[src/rtl/alu_pkg.sv]
// -----------------------------------------------------------------------------
// alu_pkg
// Shared definitions for the ALU request arbiter and the external shared ALU:
// operand/result widths, op_code constants and the arbiter FSM state type.
// -----------------------------------------------------------------------------
package alu_pkg;

    localparam int unsigned OperandWidth = 4;
    localparam int unsigned ResultWidth  = 5;
    localparam int unsigned OpWidth      = 3;

    // op_code values understood by the shared ALU. 3'b111 is not named here
    // but is still passed through untouched by the arbiter.
    localparam logic [OpWidth-1:0] OpAdd = 3'b000;
    localparam logic [OpWidth-1:0] OpSub = 3'b001;
    localparam logic [OpWidth-1:0] OpAnd = 3'b010;
    localparam logic [OpWidth-1:0] OpOr  = 3'b011;
    localparam logic [OpWidth-1:0] OpXor = 3'b100;
    localparam logic [OpWidth-1:0] OpShl = 3'b101;
    localparam logic [OpWidth-1:0] OpShr = 3'b110;

    typedef enum logic [1:0] {
        StIdle = 2'b00,
        StExec = 2'b01,
        StCapt = 2'b10,
        StResp = 2'b11
    } arb_state_e;

endpackage

[src/rtl/alu_req_arbiter.sv]
// -----------------------------------------------------------------------------
// alu_req_arbiter
// Round-robin arbiter that shares one external, registered ALU between two
// requesters. One operation is in flight at a time: IDLE (grant) -> EXEC (ALU
// computes) -> CAPT (ALU result captured) -> RESP (one-cycle response pulse).
//
// Ports
//   clk, rst_n                 clock, asynchronous active-low reset
//   reqN_valid/a/b/op          requester N operation and operands (N = 0, 1)
//   reqN_ready                 requester N accepted this cycle (IDLE only)
//   alu_a, alu_b, alu_op       operands held for the shared ALU
//   alu_result, alu_zero       registered ALU outputs
//   respN_valid                one-cycle response pulse for requester N
//   resp_result, resp_zero     captured ALU result, held until next capture
// -----------------------------------------------------------------------------
module alu_req_arbiter
    import alu_pkg::*;
(
    input  logic                    clk,
    input  logic                    rst_n,

    input  logic                    req0_valid,
    input  logic [OperandWidth-1:0] req0_a,
    input  logic [OperandWidth-1:0] req0_b,
    input  logic [OpWidth-1:0]      req0_op,
    output logic                    req0_ready,

    input  logic                    req1_valid,
    input  logic [OperandWidth-1:0] req1_a,
    input  logic [OperandWidth-1:0] req1_b,
    input  logic [OpWidth-1:0]      req1_op,
    output logic                    req1_ready,

    output logic [OperandWidth-1:0] alu_a,
    output logic [OperandWidth-1:0] alu_b,
    output logic [OpWidth-1:0]      alu_op,
    input  logic [ResultWidth-1:0]  alu_result,
    input  logic                    alu_zero,

    output logic                    resp0_valid,
    output logic                    resp1_valid,
    output logic [ResultWidth-1:0]  resp_result,
    output logic                    resp_zero
);

    arb_state_e                state_q, state_d;
    logic                      last_grant_q;
    logic                      grant_id_q;
    logic [OperandWidth-1:0]   alu_a_q, alu_b_q;
    logic [OpWidth-1:0]        alu_op_q;
    logic [ResultWidth-1:0]    resp_result_q;
    logic                      resp_zero_q;

    logic                      grant;
    logic                      accept;

    // Grant selection: a lone requester always wins; under contention the
    // requester that was not granted last time wins.
    always_comb begin
        grant = 1'b0;
        if (req0_valid && req1_valid) begin
            grant = ~last_grant_q;
        end else begin
            grant = req1_valid;
        end
    end

    assign accept = (state_q == StIdle) && (req0_valid || req1_valid);

    // Gated with rst_n so ready stays low while reset holds the FSM in IDLE.
    assign req0_ready = rst_n && accept && !grant;
    assign req1_ready = rst_n && accept &&  grant;

    always_comb begin
        state_d = state_q;
        unique case (state_q)
            StIdle: if (accept) state_d = StExec;
            StExec: state_d = StCapt;
            StCapt: state_d = StResp;
            StResp: state_d = StIdle;
            default: state_d = StIdle;
        endcase
    end

    always_ff @(posedge clk or negedge rst_n) begin
        if (!rst_n) begin
            state_q <= StIdle;
        end else begin
            state_q <= state_d;
        end
    end

    // Operand latch and grant bookkeeping; only an acceptance moves these,
    // so valid toggling outside IDLE leaves priority untouched.
    always_ff @(posedge clk or negedge rst_n) begin
        if (!rst_n) begin
            last_grant_q <= 1'b1;
            grant_id_q   <= 1'b0;
            alu_a_q      <= '0;
            alu_b_q      <= '0;
            alu_op_q     <= '0;
        end else if (accept) begin
            last_grant_q <= grant;
            grant_id_q   <= grant;
            alu_a_q      <= grant ? req1_a  : req0_a;
            alu_b_q      <= grant ? req1_b  : req0_b;
            alu_op_q     <= grant ? req1_op : req0_op;
        end
    end

    // The ALU registers its result at the EXEC->CAPT edge; sample it on the
    // CAPT->RESP edge.
    always_ff @(posedge clk or negedge rst_n) begin
        if (!rst_n) begin
            resp_result_q <= '0;
            resp_zero_q   <= 1'b0;
        end else if (state_q == StCapt) begin
            resp_result_q <= alu_result;
            resp_zero_q   <= alu_zero;
        end
    end

    assign alu_a       = alu_a_q;
    assign alu_b       = alu_b_q;
    assign alu_op      = alu_op_q;
    assign resp_result = resp_result_q;
    assign resp_zero   = resp_zero_q;
    assign resp0_valid = (state_q == StResp) && !grant_id_q;
    assign resp1_valid = (state_q == StResp) &&  grant_id_q;

endmodule

[config.mk]
export PLATFORM = sky130hd
export DESIGN_NAME = alu_req_arbiter
export DESIGN_NICKNAME = d
export VERILOG_FILES = /design/src/rtl/alu_pkg.sv /design/src/rtl/alu_req_arbiter.sv
export SDC_FILE = /design/constraint.sdc
export NUM_CORES = 1
export LEC_CHECK = 0
export ABC_AREA = 1
export BUFFER_PORTS_ARGS = -buffer_cell sky130_fd_sc_hd__buf_2
export CAP_MARGIN = 10
export CORE_MARGIN = 1.5
export CORE_UTILIZATION = 44
export CTS_CLUSTER_SIZE = 25
export DETAILED_ROUTE_END_ITERATION = 16
export MAX_ROUTING_LAYER = met4
export PLACE_DENSITY = 0.77
export SYNTH_ARGS = -nofsm -noshare
export SYNTH_HDL_FRONTEND = slang
export SYNTH_SLANG_ARGS = --single-unit
[constraint.sdc]
create_clock -name clk -period 1.7 [get_ports clk]
set_input_delay 0.255 -clock clk [delete_from_list [all_inputs] [get_ports clk]]
set_output_delay 0.255 -clock clk [all_outputs]
set_load 0.01 [all_outputs]
==> metrics.txt <==
# TYPE chip_impl_metric gauge
chip_impl_metric{name="hold_viol_final",unit=""} 0
chip_impl_info{name="timing.critical_path.to_type",value="primary output"} 1
chip_impl_metric{name="layout-drive-gt1-share",unit=""} 0.376
chip_impl_info{name="synth_area_leaders",value="sky130_fd_sc_hd__dfrtp_1, sky130_fd_sc_hd__nand2_1, sky130_fd_sc_hd__nand3_1"} 1
chip_impl_metric{name="critPathRequiredTime",unit="ns"} 1.44
chip_impl_info{name="run_status",value="finished clean"} 1
chip_impl_metric{name="seq_cells_post_synth",unit=""} 21
chip_impl_metric{name="overflow",unit=""} 0
chip_impl_metric{name="synthAdderAreaFrac",unit=""} 0.0342
chip_impl_metric{name="worstRegToRegCells",unit=""} 4
chip_impl_metric{name="largest_net_degree_at_the_start_of_global_routing",unit=""} 22
chip_impl_metric{name="via_count_of_the_first_global_routing_pass",unit=""} 1001
chip_impl_metric{name="gp_congestion",unit=""} 0.760
chip_impl_metric{name="regToRegSetupSlack",unit="ns"} 0.26
chip_impl_metric{name="post-route-period-util",unit=""} 0.965
chip_impl_metric{name="core_area",unit="um2"} 2280
chip_impl_info{name="cts_tree",value="yes"} 1
chip_impl_metric{name="slew_violations",unit=""} 0
chip_impl_metric{name="die_height",unit="um"} 52.9
chip_impl_metric{name="placementRows",unit=""} 17
chip_impl_metric{name="grtUsageMet3",unit=""} 0.0339
chip_impl_metric{name="yosys_warnings",unit=""} 0
chip_impl_metric{name="path_clk_slew",unit="ns"} 0.12
chip_impl_metric{name="finalCoreUtilization",unit=""} 0.640
chip_impl_metric{name="route.antenna.remaining_nets",unit=""} 0
chip_impl_metric{name="firstDrtPassIters",unit=""} 4
chip_impl_metric{name="synth_compound_gate_area_share",unit=""} 0.0217
chip_impl_info{name="timing.hold.worst.start",value="alu_result[3]"} 1
chip_impl_metric{name="clock_sinks",unit=""} 21
chip_impl_info{name="synth_largest_area_cell",value="sky130_fd_sc_hd__dfrtp_1"} 1
chip_impl_metric{name="synthesis.instances",unit=""} 139
chip_impl_metric{name="detail_route.drc_violations",unit=""} 0
chip_impl_metric{name="synth-simple-area-share",unit=""} 0.268
chip_impl_metric{name="initial_utilization",unit=""} 0.482
chip_impl_metric{name="io_pins",unit=""} 53
chip_impl_metric{name="synthesized_net_count",unit=""} 174
chip_impl_metric{name="synth_top_area_share",unit=""} 0.457
chip_impl_metric{name="setup_tns",unit="ns"} 0
chip_impl_metric{name="via_count",unit=""} 1070
chip_impl_info{name="worst_r2r_startpoint",value="state_q[0]"} 1
chip_impl_info{name="r2r-end",value="resp_result[4]"} 1
chip_impl_info{name="worstHoldEndpoint",value="resp_result[3]"} 1
chip_impl_metric{name="asyncSetResetFlopFracSynth",unit=""} 1.00
chip_impl_metric{name="ir_worst_vdd",unit="mV"} 0.829
chip_impl_metric{name="dp.final_hpwl",unit="mm"} 1.84
chip_impl_info{name="layer_carrying_the_most_global_route_usage",value="met2"} 1
chip_impl_info{name="ys_dominant_reg_cell",value="sky130_fd_sc_hd__dfrtp_1"} 1
chip_impl_metric{name="place_area",unit="um2"} 1380
chip_impl_info{name="clockRootBuffer",value="sky130_fd_sc_hd__clkbuf_4"} 1
chip_impl_metric{name="final_net_count",unit=""} 233
chip_impl_metric{name="routed_wirelength",unit="mm"} 2.45
chip_impl_metric{name="max-cap-violations",unit=""} 0
chip_impl_metric{name="design.die.area",unit="um2"} 2800
chip_impl_metric{name="tritoncts_buffer_count",unit=""} 3
chip_impl_metric{name="timing_worst_slew_pin_value",unit="ns"} 0.441
chip_impl_metric{name="yosys-mux-area-fraction",unit=""} 0.0616
chip_impl_metric{name="cts_htree_levels",unit=""} 1
chip_impl_metric{name="grt_use_met2",unit=""} 0.346
chip_impl_metric{name="grtUsageTotal",unit=""} 0.213
chip_impl_metric{name="clk_path_buf_depth",unit=""} 2
chip_impl_metric{name="synth_cell_types",unit=""} 14
chip_impl_metric{name="finalPower",unit="uW"} 2330
chip_impl_info{name="hold_path.class",value="in -> reg"} 1
chip_impl_metric{name="worstPathMaxFanout",unit=""} 5
chip_impl_info{name="yosysMostFrequentCell",value="sky130_fd_sc_hd__nand2_1"} 1
chip_impl_metric{name="drt-vias-per-instance",unit=""} 4.76
chip_impl_metric{name="fmax",unit="MHz"} 610
chip_impl_metric{name="seq_area_frac_synth",unit=""} 0.481
chip_impl_info{name="criticalPathCategory",value="reg -> out"} 1
chip_impl_metric{name="globalRouteMet1Util",unit=""} 0.271
chip_impl_metric{name="grt_pass1_wl",unit="mm"} 4.21
chip_impl_metric{name="flow.area_growth_from_synthesis",unit="%"} 32.9
chip_impl_metric{name="insertion_delay_to_the_later_sink_of_the_worst_skew_pair",unit="ns"} 0.31
chip_impl_metric{name="port_buffers",unit=""} 52
chip_impl_metric{name="synth-edff-count",unit=""} 0
chip_impl_info{name="synth_top_family_by_area",value="simple AND/OR/NAND/NOR gates"} 1
chip_impl_info{name="synth_commonest_cells",value="sky130_fd_sc_hd__nand2_1, sky130_fd_sc_hd__inv_1, sky130_fd_sc_hd__nand3_1"} 1
chip_impl_metric{name="yosys.area_share.xor_xnor",unit=""} 0
chip_impl_metric{name="final-setup-viol-count",unit=""} 0
chip_impl_metric{name="syn-cell-area",unit="um2"} 1100
chip_impl_metric{name="syn_area_per_cell",unit="um2"} 7.89
chip_impl_info{name="setup.worst_path.start_class",value="flop"} 1
chip_impl_metric{name="cellLeakagePower",unit="uW"} 0.000899
chip_impl_metric{name="post-route-min-period",unit="ns"} 1.64
chip_impl_metric{name="grt_antenna_before_repair",unit=""} 0
chip_impl_metric{name="hold_ws",unit="ns"} 0.166
chip_impl_metric{name="timing.critical_path.arrival",unit="ns"} 1.39
chip_impl_metric{name="drt_first_iter_violations",unit=""} 15
chip_impl_metric{name="average_wire_per_standard_cell",unit="um"} 10.9
chip_impl_metric{name="cellPowerDensity",unit="nW/um2"} 1600
chip_impl_metric{name="timing.hold.worst_path_depth",unit=""} 2
chip_impl_metric{name="die_width",unit="um"} 52.9
chip_impl_metric{name="final.setup_skew",unit="ns"} 0.0103
chip_impl_metric{name="relSlewSlack",unit=""} 0.706
chip_impl_metric{name="antenna_cells",unit=""} 0
chip_impl_metric{name="fin_area",unit="um2"} 1460
[report_power, final]
| part | internal (uW) | total (uW) | switching (uW) |
|---|---|---|---|
| Clock | 88.0 | 241 | 153 |
| Combinational | 546 | 1180 | 635 |
| Sequential | 765 | 903 | 138 |
| Total | 1400 | 2330 | 927 |
[sequential cells by signal, indices dropped and copies added (netlist names)]
name	count
alu_a	4
alu_b	4
alu_op	3
grant_id_q	1
last_grant_q	1
resp_result	5
resp_zero	1
state_q	2
[through the flow]
stage                     setup slack [ns]  cells
after floorplan                      0.380    139
after global placement               0.308    217
after detailed placement             0.211    217
after CTS                           0.0107    222
after global routing               -0.0140    225
final                               0.0597    225
[logic make-up (layout without fill, tap and decap cells)]
family / count (synthesis) / after routing
AND/OR/NAND/NOR: 70 / 70
adder cells (fa/ha/maj): 3 / 3
AO/OA/AOI/OAI: 4 / 4
buffers and inverters: 35 / 93
flip-flops: 21 / 21
multiplexers: 6 / 6
[layout make-up]
type / count / area, um2
flip-flops and latches: 21 / 527
fillers: 204 / 820
repair buffers: 60 / 323
well taps: 28 / 35.0
inverters: 29 / 109
multi-input cells: 83 / 435
clock buffers: 3 / 22.5
clock inverters: 1 / 5.00
[what timing repair did]
| item | CTS | global route |
|---|---|---|
| setup buffers | 0 | 3 |
| hold buffers | 1 | 0 |
| resized for setup | 2 | 1 |
| endpoints found under the setup margin | 1 | 2 |
| hold endpoints to repair | 20 | 0 |
[routing by layer]
layer,vias to the layer above,share of wire
met5,-,0
met4,0,0.013
met3,5,0.072
met2,50,0.46
met1,479,0.46
li1,536,-
[critical path, stage by stage (launching register included)]
cell and delay, ns:
sky130_fd_sc_hd__dfrtp_1 0.42, sky130_fd_sc_hd__inv_2 0.10, sky130_fd_sc_hd__ha_4 0.17, sky130_fd_sc_hd__o21ai_2 0.06, sky130_fd_sc_hd__nor3_1 0.17, sky130_fd_sc_hd__buf_2 0.15
[worst max-delay path by stage]
| stage | startpoint | to | slack (ns) |
|---|---|---|---|
| floorplan | state_q[0] | req0_ready | 0.38 |
| global placement | state_q[0] | alu_op[1] | 0.31 |
| detailed placement | state_q[0] | alu_op[2] | 0.21 |
| CTS | state_q[0] | req0_ready | 0.01 |
| global route | state_q[0] | req0_ready | -0.01 |
| finish | state_q[0] | req0_ready | 0.06 |
[cells in the final DEF, fill, tap and decap left out]
| cell type | count |
|---|---|
| sky130_fd_sc_hd__nand2_1 | 43 |
| sky130_fd_sc_hd__dlygate4sd3_1 | 1 |
| sky130_fd_sc_hd__dfrtp_1 | 20 |
| sky130_fd_sc_hd__mux2_2 | 6 |
| sky130_fd_sc_hd__nor3_1 | 1 |
| sky130_fd_sc_hd__buf_4 | 7 |
| sky130_fd_sc_hd__o21ai_2 | 1 |
| sky130_fd_sc_hd__o21ai_0 | 3 |
| sky130_fd_sc_hd__nor2_2 | 1 |
| sky130_fd_sc_hd__nor2_1 | 3 |
| sky130_fd_sc_hd__clkbuf_4 | 3 |
| sky130_fd_sc_hd__clkinv_2 | 1 |
| sky130_fd_sc_hd__ha_1 | 2 |
| sky130_fd_sc_hd__buf_2 | 52 |
| sky130_fd_sc_hd__inv_1 | 28 |
| sky130_fd_sc_hd__inv_2 | 1 |
| sky130_fd_sc_hd__dfstp_2 | 1 |
| sky130_fd_sc_hd__ha_4 | 1 |
| sky130_fd_sc_hd__nand3_1 | 22 |
Note: power is estimated with default switching activity, not from simulation.
